$ cat src/rtl/caq_pkg.sv
// Shared types and constants for the CAQ cassette player.
// Bit timing is expressed in ce_tape ticks per half-cycle of the waveform.
package caq_pkg;

    typedef enum logic [1:0] {IDLE, LEADER, BYTE, TAIL} caq_state_t;

    localparam int FRAME_BITS = 11;
    localparam int TICKS_ONE  = 1;
    localparam int TICKS_ZERO = 2;

    // Reload value for the half-cycle down-counter.
    function automatic logic [1:0] half_ticks(input logic bit_val);
        return bit_val ? 2'(TICKS_ONE - 1) : 2'(TICKS_ZERO - 1);
    endfunction

endpackage

$ cat src/rtl/caq_tape_player_if.sv
// Tape RAM read port: the player drives the address; the RAM returns a byte
// one clock later.
interface caq_tape_player_if #(parameter int AW = 16);
    logic [AW-1:0] addr;
    logic [7:0]    data;

    modport master (output addr, input data);
    modport slave  (input addr, output data);
endinterface

$ cat src/rtl/caq_bit_encoder.sv
// Turns one bit into a high half followed by a low half, each lasting
// TICKS_ONE or TICKS_ZERO ce_tape ticks. done fires on the tick that ends the low half.
module caq_bit_encoder import caq_pkg::*; (
    input  logic clk,
    input  logic reset,
    input  logic ce_tape,
    input  logic clear,
    input  logic start,
    input  logic bit_val,
    output logic level,
    output logic busy,
    output logic done
);

    logic       bit_q;
    logic       high_half;
    logic [1:0] tick_cnt;

    assign done = ce_tape & ~clear & busy & ~high_half & (tick_cnt == 2'd0);

    // clear drops the current bit but leaves level alone, so level only moves on ticks.
    always_ff @(posedge clk or posedge reset) begin
        if (reset) begin
            level     <= 1'b0;
            busy      <= 1'b0;
            bit_q     <= 1'b0;
            high_half <= 1'b0;
            tick_cnt  <= 2'd0;
        end else if (clear) begin
            busy <= 1'b0;
        end else if (ce_tape) begin
            if (start) begin
                busy      <= 1'b1;
                bit_q     <= bit_val;
                high_half <= 1'b1;
                level     <= 1'b1;
                tick_cnt  <= half_ticks(bit_val);
            end else if (busy) begin
                if (tick_cnt != 2'd0) begin
                    tick_cnt <= tick_cnt - 2'd1;
                end else if (high_half) begin
                    high_half <= 1'b0;
                    level     <= 1'b0;
                    tick_cnt  <= half_ticks(bit_q);
                end else begin
                    busy <= 1'b0;
                end
            end
        end
    end

endmodule

$ cat src/rtl/caq_tape_player.sv
// Plays a CAQ tape image from RAM as the serial cassette level.
//   state  | meaning
//   IDLE   | no playback, out low, req low
//   LEADER | emitting LEADER_BITS '1' bits
//   BYTE   | shifting 11-bit frames (start 0, data MSB first, two stop 1s)
//   TAIL   | emitting TAIL_BITS '1' bits, then back to IDLE
module caq_tape_player import caq_pkg::*; #(
    parameter int AW          = 16,
    parameter int LEADER_BITS = 256,
    parameter int TAIL_BITS   = 16
) (
    input  logic                  clk,
    input  logic                  reset,
    input  logic                  ce_tape,
    input  logic                  loaded,
    input  logic [AW-1:0]         length,
    caq_tape_player_if.master     ram,
    output logic                  req,
    output logic                  out
);

    localparam int RUN_MAX = (LEADER_BITS > TAIL_BITS) ? LEADER_BITS : TAIL_BITS;
    localparam int RUN_W   = $clog2(RUN_MAX + 1);

    caq_state_t     state, state_nx;
    logic [RUN_W-1:0] run_cnt, run_nx;
    logic [3:0]     bit_cnt, bit_nx;
    logic [9:0]     frame_sr, frame_nx;
    logic [AW-1:0]  bytes_sent, sent_nx;
    logic [AW-1:0]  len_q;
    logic [7:0]     hold;
    logic           hold_valid;
    logic [1:0]     fetch_pipe;
    logic           inc_pend;
    logic           restart, bnd, frame_start, consume;
    logic           enc_start, enc_bit, enc_busy, enc_done;

    assign restart = loaded & (length != '0);
    assign bnd     = ce_tape & ~restart & (~enc_busy | enc_done);
    assign req     = (state != IDLE);

    caq_bit_encoder u_enc (
        .clk     (clk),
        .reset   (reset),
        .ce_tape (ce_tape),
        .clear   (restart),
        .start   (enc_start),
        .bit_val (enc_bit),
        .level   (out),
        .busy    (enc_busy),
        .done    (enc_done)
    );

    always_comb begin
        state_nx    = state;
        run_nx      = run_cnt;
        bit_nx      = bit_cnt;
        frame_nx    = frame_sr;
        sent_nx     = bytes_sent;
        enc_start   = 1'b0;
        enc_bit     = 1'b1;
        frame_start = 1'b0;
        consume     = 1'b0;
        if (restart) begin
            state_nx = LEADER;
            run_nx   = RUN_W'(LEADER_BITS);
            bit_nx   = 4'd0;
            frame_nx = 10'd0;
            sent_nx  = '0;
        end else if (bnd) begin
            case (state)
                LEADER: begin
                    if (run_cnt != '0) begin
                        enc_start = 1'b1;
                        run_nx    = run_cnt - 1'b1;
                    end else begin
                        state_nx    = BYTE;
                        frame_start = 1'b1;
                    end
                end
                BYTE: begin
                    if (bit_cnt != 4'd0) begin
                        enc_start = 1'b1;
                        enc_bit   = frame_sr[9];
                        frame_nx  = {frame_sr[8:0], 1'b0};
                        bit_nx    = bit_cnt - 4'd1;
                    end else if (bytes_sent == len_q) begin
                        state_nx  = TAIL;
                        enc_start = 1'b1;
                        run_nx    = RUN_W'(TAIL_BITS - 1);
                    end else begin
                        frame_start = 1'b1;
                    end
                end
                TAIL: begin
                    if (run_cnt != '0) begin
                        enc_start = 1'b1;
                        run_nx    = run_cnt - 1'b1;
                    end else begin
                        state_nx = IDLE;
                    end
                end
                default: ;
            endcase
            // The start bit goes out now; the rest of the frame waits in frame_sr.
            if (frame_start) begin
                enc_start = 1'b1;
                enc_bit   = 1'b0;
                frame_nx  = {hold, 2'b11};
                bit_nx    = 4'(FRAME_BITS - 1);
                sent_nx   = bytes_sent + AW'(1);
                consume   = 1'b1;
            end
        end
    end

    always_ff @(posedge clk or posedge reset) begin
        if (reset) begin
            state      <= IDLE;
            run_cnt    <= '0;
            bit_cnt    <= 4'd0;
            frame_sr   <= 10'd0;
            bytes_sent <= '0;
        end else begin
            state      <= state_nx;
            run_cnt    <= run_nx;
            bit_cnt    <= bit_nx;
            frame_sr   <= frame_nx;
            bytes_sent <= sent_nx;
        end
    end

    // RAM registers its address, so data is taken two clocks after addr moves.
    always_ff @(posedge clk or posedge reset) begin
        if (reset) begin
            ram.addr   <= '0;
            len_q      <= '0;
            hold       <= 8'd0;
            hold_valid <= 1'b0;
            fetch_pipe <= 2'b00;
            inc_pend   <= 1'b0;
        end else if (restart) begin
            ram.addr   <= '0;
            len_q      <= length;
            hold_valid <= 1'b0;
            fetch_pipe <= 2'b01;
            inc_pend   <= 1'b0;
        end else begin
            fetch_pipe <= {fetch_pipe[0], 1'b0};
            if (fetch_pipe[1] && !hold_valid) begin
                hold       <= ram.data;
                hold_valid <= 1'b1;
            end
            if (consume) begin
                hold_valid <= 1'b0;
                inc_pend   <= 1'b1;
            end
            if (inc_pend) begin
                inc_pend <= 1'b0;
                if (ram.addr != len_q - AW'(1)) begin
                    ram.addr   <= ram.addr + AW'(1);
                    fetch_pipe <= 2'b01;
                end
            end
        end
    end

endmodule

$ cat src/flat_wrapper.sv
// flat-port wrapper written by rule: the top's interface ports become plain ports
module caq_tape_player_flat import caq_pkg::*;
#(
    parameter int AW          = 16,
    parameter int LEADER_BITS = 256,
    parameter int TAIL_BITS   = 16
)
  (clk, reset, ce_tape, loaded, length, req, out, ram_addr, ram_data);
  caq_tape_player_if #(.AW(AW)) ram_i ();
  input  logic clk;
  input  logic reset;
  input  logic ce_tape;
  input  logic loaded;
  input  logic [AW-1:0] length;
  output logic req;
  output logic out;
  output wire logic [$bits(ram_i.addr)-1:0] ram_addr;
  input wire logic [$bits(ram_i.data)-1:0] ram_data;
  assign ram_addr = ram_i.addr;
  assign ram_i.data = ram_data;
  caq_tape_player #(.AW(AW), .LEADER_BITS(LEADER_BITS), .TAIL_BITS(TAIL_BITS)) u_core (.clk(clk), .reset(reset), .ce_tape(ce_tape), .loaded(loaded), .length(length), .ram(ram_i), .req(req), .out(out));
endmodule
$ cat config.mk
export PLATFORM = sky130hd
export DESIGN_NAME = caq_tape_player_flat
export DESIGN_NICKNAME = d
export VERILOG_FILES = /design/src/rtl/caq_pkg.sv /design/src/rtl/caq_tape_player_if.sv /design/src/rtl/caq_bit_encoder.sv /design/src/rtl/caq_tape_player.sv /design/src/flat_wrapper.sv
export SDC_FILE = /design/constraint.sdc
export NUM_CORES = 1
export LEC_CHECK = 0
export BUFFER_PORTS_ARGS = -buffer_cell sky130_fd_sc_hd__clkbuf_2
export CAP_MARGIN = 20
export CORE_ASPECT_RATIO = 1.5
export CORE_UTILIZATION = 50
export CTS_BUF_LIST = sky130_fd_sc_hd__clkbuf_4
export DETAILED_ROUTE_END_ITERATION = 8
export GPL_ROUTABILITY_DRIVEN = 0
export PLACE_DENSITY = 0.69
export SLEW_MARGIN = 30
export SYNTH_ARGS = -nofsm -noshare
export SYNTH_HDL_FRONTEND = slang
export SYNTH_SLANG_ARGS = --single-unit
$ cat constraint.sdc
create_clock -name clk -period 3.8 [get_ports clk]
set_input_delay 0.19 -clock clk [delete_from_list [all_inputs] [get_ports clk]]
set_output_delay 0.19 -clock clk [all_outputs]
set_load 0.05 [all_outputs]
# --- Yosys cells after proc, flatten, opt, wreduce, memory -nomap -nowiden ---
# Index checks and enable logic that the tools add are counted.
op_classes:
  n_mux: 78
  n_addsub: 6
  reduce_logical: 32
  n_eq_ne: 11
  bitwise_logic: 10
ops:
  columns: ["cell", "count"]
  rows:
  - ["$mux 16", 6]
  - ["$mux 10", 5]
  - ["$mux 9", 5]
  - ["$mux 1", 40]
  - ["$add 16x1->16 const B", 2]
  - ["$mux 2", 13]
  - ["$mux 4", 5]
  - ["$pmux 9 s2", 1]
  - ["$reduce_bool 2->1", 9]
  - ["$eq 16x16->1", 1]
  - ["$ne 16x16->1", 1]
  - ["$reduce_bool 16->1", 1]
  - ["$sub 16x1->16 const B", 1]
  - ["$reduce_bool 3->1", 5]
  - ["$reduce_and 5->1", 2]
  - ["$ne 3x2->1 const B", 3]
  - ["$reduce_bool 9->1", 1]
  - ["$sub 9x1->9 const B", 1]
  - ["$reduce_and 4->1", 2]
  - ["$reduce_bool 4->1", 2]
  - ["$and 1x1->1", 6]
  - ["$ne 3x1->1 const B", 2]
  - ["$pmux 2 s3", 1]
  - ["$reduce_and 2->1", 3]
  - ["14 further kinds", 19]
word_totals:
  elab_cells: 153
  regBits: 91

# --- Logic depth before layout (Yosys ltp) ---
# Gate-level depths: netlist (run 1).
depth:
  ltp_word: 17
  depth_mapped: 12
  mapped_depth_nobuf: 10

# --- Modules after synthesis ---
# Synthesis (run 1) repeated with hierarchy kept, for this count alone.
hier_totals:
  cells_unflattened: 567
  hier_area_um2: 5261.3
modules_own_cells:
  columns: ["mod", "instances", "seq_area_each_um2", "area_per_inst_um2", "cells_each"]
  rows:
  - ["caq_tape_player", 1, 2127.0, 4961.0, 538]
  - ["caq_bit_encoder", 1, 150.1, 300.3, 29]

# --- Worst setup path after synthesis (run 1) ---
# No wires, ideal clock.
synth_path:
  path_kind: "register -> register"
  from: "register u_core.len_q[0]"
  to: "register u_core.ram.addr[6]"
  required_time_ps: 3722
  period_less_slack_ps: 2879
  setup_ps: 78
  slack_ps: 921
  n_path_buf: 1
  path_stages_with_launch: 12
  t_arrival_ps: 2801
  cell_sequence: "dfrtp_1 -> buf_2 -> inv_1 -> ha_1 -> nor4b_4 -> a211oi_1 -> mux4_2 -> a211oi_2 -> nand3b_2 -> nor2_4 -> or4_1 -> a21oi_1"
synth_via:
  elab_chain_len: 4
synth_lines:
  columns: ["element", "line", "rtl"]
  rows:
  - ["from (decl)", "caq_tape_player.sv:30", "logic [AW-1:0] len_q;"]
  - ["from (signal assigned)", "caq_tape_player.sv:144", "len_q <= length;"]
  - ["$sub 16x1->16", "caq_tape_player.sv:160", "if (ram.addr != len_q - AW'(1)) begin"]
  - ["$ne 16x16->1", "caq_tape_player.sv:160", null]
  - ["$reduce_bool 2->1 (no source line)", null, null]
  - ["$reduce_and 2->1 (no source line)", null, null]
  - ["to (signal assigned)", "caq_tape_player.sv:161", "ram.addr <= ram.addr + AW'(1);"]
  - ["to (decl)", "caq_tape_player_if.sv:7", "modport master (output addr, input data);"]
# No other way between the ends.
# A chain may end at the register's enable or synchronous reset.

# --- Worst setup path after layout (run 1) ---
# Same ends and word-level chain as after synthesis.

==> impl.org, run 1 <==
** Worst setup path
- The worst setup path is captured at a flip-flop.
- Worst-path fanout max :: 27
- CP Data Required Time :: 4.18 ns
- The worst setup path is launched from a flip-flop.
- CP Class :: flip-flop to flip-flop
- STA puts the critical path data arrival time at 3.61 ns.

** GRT
- Number of global-route vias before repair :: about 4.5k
- GRT Overall Usage :: 0.240
- Entering global routing, the biggest net connects 58 pins.
- The first global-routing pass estimated 20600 um of wire.
- After global routing the overflow that remains totals 0.
- Antenna violations before repair :: 1

** STA
- The number of hold violations in the final report came to 0.
- Worst max-slew margin expressed relative to the limit :: 0.562
- Setup repair after global routing missed its margin :: false
- For this run, the top clock speed supported by timing is 309 MHz.
- Accumulated negative setup slack :: 0 ns
- After layout, the minimum clock period comes to 3.23 ns.
- The final number of max-transition violations is 0.
- Clock skew on the completed layout was measured at 0.0249 ns.
- Final setup violation count :: 0
- Of the available clock period, the critical path in the final layout requires 0.851.
- For the pin with the worst max-slew slack, the measured transition is 0.652 ns.

** Clock network
- Clock-pin transition on the worst setup and hold timing paths :: ~0.14 ns
- At the later pin of the worst-skew pair, clock insertion delay measures between 0.4 and 0.5 ns.
- Buffer depth of the longest clock path :: 2
- TritonCTS built the clock tree.
- Count of clock tree sinks :: 91
- # H-tree levels :: 3
- Post-CTS repair changed the size of 0 cells.
- CTS placed an instance of clkbuf_4 at the clock tree root.
- Clock tree synthesis inserted a total of 9 buffers.

** Pwr
- Sequential cell fraction of total power :: 0.536
- Combinational cell fraction of total power :: 0.240
- IR analysis of the VDD net gives a maximum drop of ~0.31 mV.
- For this design the ratio of total power to cell area is 368 nW/um^2.
- Internal power comes to 1.45 mW.
- For this design the total switching power over the nets is ~750 uW.
- Of the total power, the clock network draws 0.224.
- Overall power :: 2.20 mW
- Of the total power, the share spent switching nets is 0.342.
- In this run the static leakage power is 2.71 nW.

** Yosys
- Synthesized area per cell :: slightly above 9 sq um
- The commonest cells after synthesis are dfrtp_1 (91), nand2_1 (75), nor2_1 (46), xor2_1 (31), a21oi_1 (28).
- The most used flip-flop cell after synthesis is dfrtp_1.
- Number of enable flip-flop cells after synthesis :: 0
- Summed over all instances, the cell type with the most area after synthesis is dfrtp_1.
- The cell count after synthesis came out at about 570.
- Seq/Total Area, Yosys :: 0.432
- The Yosys step of the flow raised 0 warnings.
- Of the post-synthesis cell area, the dominant cell type holds 0.432.
- In the synthesized netlist the async set-or-reset flop fraction comes to 1.00.
- Top post-synthesis cells by area :: dfrtp_1 (43%), nand2_1 (5.3%), xor2_1 (5.2%), xnor2_1 (3.3%), nor2_1 (3.3%)
- In the post-synthesis netlist, the cell with the most instances is dfrtp_1.
- Count of different cell masters after synthesis :: 73
- Synthesis inferred 91 register bits.
- The number of nets in the synthesized netlist is 610.
- Summing every instance area after synthesis gives 5270 sq um.

** Outcome
- Result of the run :: completed

** Final layout
- Multi-input combinational cell area :: between 2000 and 3000 sq um
- At the end of the flow the core is filled with cells to 0.586.
- Summing all flip-flop and latch instances after layout gives 2280 sq um.
- Fin nets :: around 670
- Once layout is done, the placed cells without fillers occupy 5970 sq um.
- Of the cells placed in the final design, the portion with a size suffix greater than 1 is 0.144.
- Area overhead of the layout relative to synthesis :: 13.3%
- The filler cells instantiated in the layout total 869.

** Die
- For this configuration, the core starts out at a cell density of 0.517.
- In this run the core area contains 45 standard-cell rows.
- Die footprint :: ~11000 sq um
- For this design the top-level I/O count stands at between 40 and 50.
- From left edge to right edge, the die measures between 80 and 90 um.
- Die height :: 128 um
- In this run the standard cell core region covers 10200 sq um.

** Run
- Max-cap violations in this run came to 0.

** Drt
- The first routing iteration left between 150 and 200 violations.
- Vias after detailed routing :: 4436
- After detailed routing, the number of vias per cell comes to about 5.7.
- Drt pass-1 iters :: 6
- Once detail routing completed, the nets flagged for antenna violations numbered 0.
- In the final routed layout, each cell accounts on average for between 15 and 20 um.
- Detailed Route WL :: roughly 13000 um
- Final routed DRC violation total :: 0

** Place
- Once placement finished, the instance area stood at 5620 sq um.
- The HPWL after detailed placement is 8930 um.
- Input and output buffers added on the ports amount to 45.

** Hold path
- The tightest min-delay check is of the primary input to flip-flop type.
-- placed cells by master (no fill, tap or decap), types with 9 or more instances in the layout --
cell type,instances
nand2_1,75
nand3_1,13
nand4_1,14
clkbuf_4,10
inv_1,24
nor2_1,46
nor4_1,13
clkbuf_2,45
o31ai_1,10
ha_1,11
xnor2_1,20
a21oi_1,28
nor3_1,10
dfrtp_1,91
xor2_1,31
buf_4,10
o21ai_0,20
or3_1,12
dlygate4sd3_1,23
o21ai_1,9
-- registers in the layout (all words and copies together), names as in the netlist --
name                    cells
u_core.ram.addr            16
u_core.frame_sr            10
u_core.bit_cnt              4
u_core.fetch_pipe           2
u_core.u_enc.busy           1
u_core.state                2
u_core.hold                 8
u_core.u_enc.high_half      1
u_core.u_enc.tick_cnt       2
u_core.bytes_sent          16
u_core.run_cnt              9
u_core.hold_valid           1
u_core.u_enc.bit_q          1
u_core.inc_pend             1
u_core.u_enc.level          1
u_core.len_q               16
-- metal layers --
layer | track usage | share of wire
met2 | 0.416 | 0.51
met5 | 0 | 0
met3 | 0.0258 | 0.033
met1 | 0.284 | 0.42
met4 | 0.146 | 0.036
-- kinds of logic after synthesis --
| group | Yosys count | share of synthesized area |
|---|---|---|
| multiplexers | 18 | 0.0387 |
| buffers and inverters | 52 | 0.0418 |
| AND/OR/NAND/NOR | 233 | 0.230 |
| adder cells (fa/ha/maj) | 11 | 0.0261 |
| flip-flops | 91 | 0.432 |
| AO/OA/AOI/OAI | 115 | 0.147 |
| XOR/XNOR | 51 | 0.0848 |
-- power by group through the flow --
| stage | Combinational [mW] | Clock [mW] | Sequential [mW] |
|---|---|---|---|
| CTS | 0.530 | 0.504 | 1.18 |
| detailed placement | 0.509 | 0 | 1.20 |
| global placement | 0.495 | 0 | 1.19 |
| finish | 0.528 | 0.492 | 1.18 |
| floorplan | 0.404 | 0 | 1.17 |
| global route | 0.589 | 0.541 | 1.19 |
-- per-stage QoR --
| stage | hold WS [ns] | std cells | setup slack (ns) |
|---|---|---|---|
| after global routing | 0.0323 | 780 | 0.347 |
| after CTS | 0.0193 | 779 | 0.573 |
| after detailed placement | 0.201 | 740 | 0.603 |
| after global placement | 0.198 | 740 | 0.744 |
| after floorplan | 0.295 | 571 | 0.921 |
| final | 0.0415 | 780 | 0.567 |
-- path summary, 6_finish.rpt --
check / start / to / slack [ns] / cells after the start
worst max register to register: u_core.len_q[0] / u_core.ram.addr[6] / 0.57 / 10
min in group asynchronous: reset / u_core.frame_sr[5] / 0.26 / 3
worst min register to register: u_core.fetch_pipe[0] / u_core.fetch_pipe[1] / 0.49 / 2
max in group asynchronous: reset / u_core.bytes_sent[4] / 2.66 / 4
worst min-delay path: length[0] / u_core.len_q[0] / 0.04 / 3
worst max-delay path: u_core.len_q[0] / u_core.ram.addr[6] / 0.57 / 10
-- worst max-delay path: stages (launching register included) --
cell      delay [ns]
dfrtp_1         0.48
inv_1           0.10
ha_1            0.29
nor4b_4         0.47
a211oi_1        0.16
mux4_2          0.49
a211oi_2        0.19
nand3b_2        0.19
nor2_4          0.12
or4_1           0.52
a21oi_1         0.15
-- final cells by class --
class | count | area share
clock buffers | 10 | 0.0126
repair buffers | 78 | 0.0888
flip-flops and latches | 91 | 0.381
well taps | 141 | 0.0295
inverters | 25 | 0.0159
multi-input cells | 428 | 0.464
diodes | 1 | 0.000419
clock inverters | 6 | 0.00691
-- repair_timing --
| item | CTS | global route |
|---|---|---|
| hold endpoints to repair | 47 | 0 |
| hold buffers | 23 | 0 |
| setup buffers | 0 | 0 |
| endpoints found under the setup margin | 0 | 0 |
(Power assumes the default switching activity.)
==> run 2, diff against run 1 <==
- BUFFER_PORTS_ARGS: -buffer_cell sky130_fd_sc_hd__clkbuf_2 -> -buffer_cell sky130_fd_sc_hd__buf_2
==> run 2 against run 1 <==
Against the previous run:
- final area rose by 0.46%
- clock power rose by 7.7%
- non-clock buffer count rose by 2
- combinational power barely moved
- register-to-register slack got worse by 0.04 ns
- first-iteration DRC count rose by 45%
- via count rose by 1.9%
- sequential power barely moved
- clock skew fell by 0.013 ns
- critical path type unchanged
- largest power group unchanged
==> impl.org, run 2 (synthesis gave the netlist of run 1 again) <==
** Drt
- DRT antenna net count :: 0
- WL/cell :: 16.0 um
- The first detailed-routing pass took 5 iterations.
- Via/cell ratio :: 5.79
- For this run, design rule violations remaining after detail routing come to 0.
- Number of design-rule violations left by the first detailed-router iteration :: 273
- Summing over every cut layer, the via total after detailed routing is roughly 4.5k.
- Detailed Route WL :: 12500 um

** Clock network
- Number of setup buffers added after CTS :: 0
- The clock reaches the later pin of the worst-skew pair after ~0.46 ns.
- # H-tree levels :: 3
- Buffers inserted during clock tree synthesis total 9.
- CTS hold repair buffers :: 25
- Count of clock tree sinks :: 91
- Once the clock tree was built, the resizer swapped 0 gates to a different size.
- Clock tree root driver cell :: clkbuf_4
- Clock-pin transition on the worst setup and hold timing paths :: approximately 0.15 ns
- Buffer depth of the longest clock path :: 2
- TritonCTS built the clock tree.

** Worst setup path
- Worst setup SP type :: flip-flop
- For the worst setup path, the data required time is 4.19 ns.
- At the worst endpoint, the arrival time is roughly 3.7 ns.
- Of all nets on the critical path, the largest fanout is 27.
- The worst register-to-register path begins at u_core.len_q[0].
- Worst flop-to-flop path endpoint :: u_core.ram.addr[6]
- The worst register-to-register path has a depth of 10.
- STA classifies the critical path endpoint as a flip-flop.
- Worst reg-to-reg setup slack :: roughly 0.53 ns
- The critical path in this run is classified as flip-flop to flip-flop.

** GRT
- Number of global-route vias before repair :: 4531
- Entering global routing, the biggest net connects 58 pins.
- The number of antenna violations at the first check in global routing came to 1.
- Global-route congestion overflow total :: 0
- The first global-routing pass estimated 21100 um of wire.
- GRT Overall Usage :: 0.245

** Final layout
- Most frequent standard cell in the layout excluding fill and tap cells :: dfrtp_1
- Fin nets :: 674
- In the final layout, the registers with the most flip-flops are u_core.bytes_sent: 16 flops, u_core.len_q: 16 flops, u_core.ram.addr: 16 flops.
- Once layout is complete, the utilization of the core stands at 0.589.
- From synthesis to final layout, the design area changed by 13.8%.
- Most frequent cells in the layout :: dfrtp_1 (91), nand2_1 (75), nor2_1 (46), buf_2 (45), xor2_1 (31)
- Final design instance area without fill :: 6000 sq um
- In the final layout, the share of cells above drive strength 1 is 0.141.

** STA
- Setup violations remaining at the end of the flow were counted as 0.
- Clock tree skew after final layout :: approximately 0.012 ns
- For the pin with the worst max-slew slack, the measured transition is 0.667 ns.
- Setup repair after global routing left no endpoint under its margin.
- The final number of max-transition violations is 0.
- Share of the clock period used by the worst path after layout :: 0.861
- The number of hold violations in the final report is 0.
- Fmax achieved :: between 300 and 400 MHz
- The routed design could run at a clock period as short as 3.27 ns.
- After routing, the total negative slack on setup checks comes to 0 ns.
- Worst max-slew margin expressed relative to the limit :: 0.552

** Die
- Measured along the y axis, the die boundary spans 128 um.
- Die footprint :: 11000 sq um
- Io pins :: 46
- Die extent in x :: 85.8 um
- The total area inside the core boundary comes to approximately 10000 sq um.
- For this configuration, the core starts out at a cell density of 0.517.
- The floorplan has 45 rows.

** Place
- Summing all placed instances gives a cell area of 5620 sq um.
- HPWL reported at the end of detailed placement :: 8770 um
- Port Buffer Count :: 45

** Run
- Maximum capacitance violations :: 0

** Hold path
- Capture endpoint of the worst hold path :: u_core.len_q[15]
- The startpoint identified for the worst hold timing path is loaded.
- Hold Path Class :: primary input to flip-flop
- Worst hold stages :: 3

** Pwr
- Areal power density over the cells :: 373 nW/um^2
- Maximum VDD drop :: about 0.29 mV
- Leak Pwr :: 2.73 nW

** Outcome
- Result of the run :: completed
run 2: cell types whose count changed in the layout (fill, tap and decap cells not counted):
| cell | before | now |
|---|---|---|
| clkinv_4 | 1 | 2 |
| clkbuf_2 | 45 | 0 |
| inv_6 | 1 | 0 |
| buf_2 | 0 | 45 |
| bufinv_16 | 0 | 1 |
| clkbuf_4 | 10 | 9 |
| dlygate4sd3_1 | 23 | 25 |
| clkinvlp_4 | 2 | 0 |
run 2: final cells by class:
| class | instances | area [sq um] |
|---|---|---|
| inverter | 25 | 95.1 |
| multi-input combinational | 428 | 2770 |
| tap | 141 | 176 |
| sequential | 91 | 2280 |
| clock inverter | 5 | 56.3 |
| clock buffer | 9 | 67.6 |
| fill | 876 | 4190 |
| timing repair buffer | 80 | 551 |
| antenna | 1 | 2.50 |
run 2: how the worst max path moves through the flow:
stage                    start             endpoint  slack, ns  depth (start not counted)
3_5_place_dp   u_core.len_q[0]  u_core.ram.addr[12]       0.63                         10
4_1_cts        u_core.len_q[0]   u_core.ram.addr[6]       0.59                         10
6_report       u_core.len_q[0]   u_core.ram.addr[6]       0.53                         10
2_1_floorplan  u_core.len_q[0]   u_core.ram.addr[6]       0.92                         11
5_1_grt        u_core.len_q[0]   u_core.ram.addr[5]       0.37                         10
3_3_place_gp   u_core.len_q[0]  u_core.ram.addr[12]       0.74                         10
run 2: metrics by stage:
| step | power, mW | worst slack (ns) | hold WS, ns | cells |
|---|---|---|---|---|
| final | 2.24 | 0.528 | 0.0379 | 780 |
| after global routing | 2.37 | 0.368 | 0.0350 | 780 |
| after CTS | 2.25 | 0.585 | 0.0210 | 779 |
| after detailed placement | 1.70 | 0.629 | 0.203 | 740 |
| after global placement | 1.69 | 0.742 | 0.195 | 740 |
| after floorplan | 1.57 | 0.921 | 0.295 | 571 |
run 2: power breakdown:
part / leakage, nW / switching (mW) / internal (mW)
sequential: 1.19 / 0.112 / 1.07
clock: 0.0693 / 0.337 / 0.193
combinational: 1.47 / 0.290 / 0.239
run 2: critical path, stage by stage (launching register included):
cell and delay (ns):
dfrtp_1 0.48, inv_1 0.11, ha_1 0.30, nor4b_4 0.49, a211oi_1 0.14, mux4_2 0.49, a211oi_2 0.19, nand3b_2 0.20
nor2_4 0.12, or4_1 0.52, a21oi_1 0.15
run 2: layer usage:
layer / track usage / up-vias / wire [um]
li1: - / 2169 / -
met1: 0.278 / 2201 / 5200
met2: 0.442 / 119 / 6410
met3: 0.0412 / 31 / 452
met4: 0.116 / 0 / 408
met5: 0 / - / 0
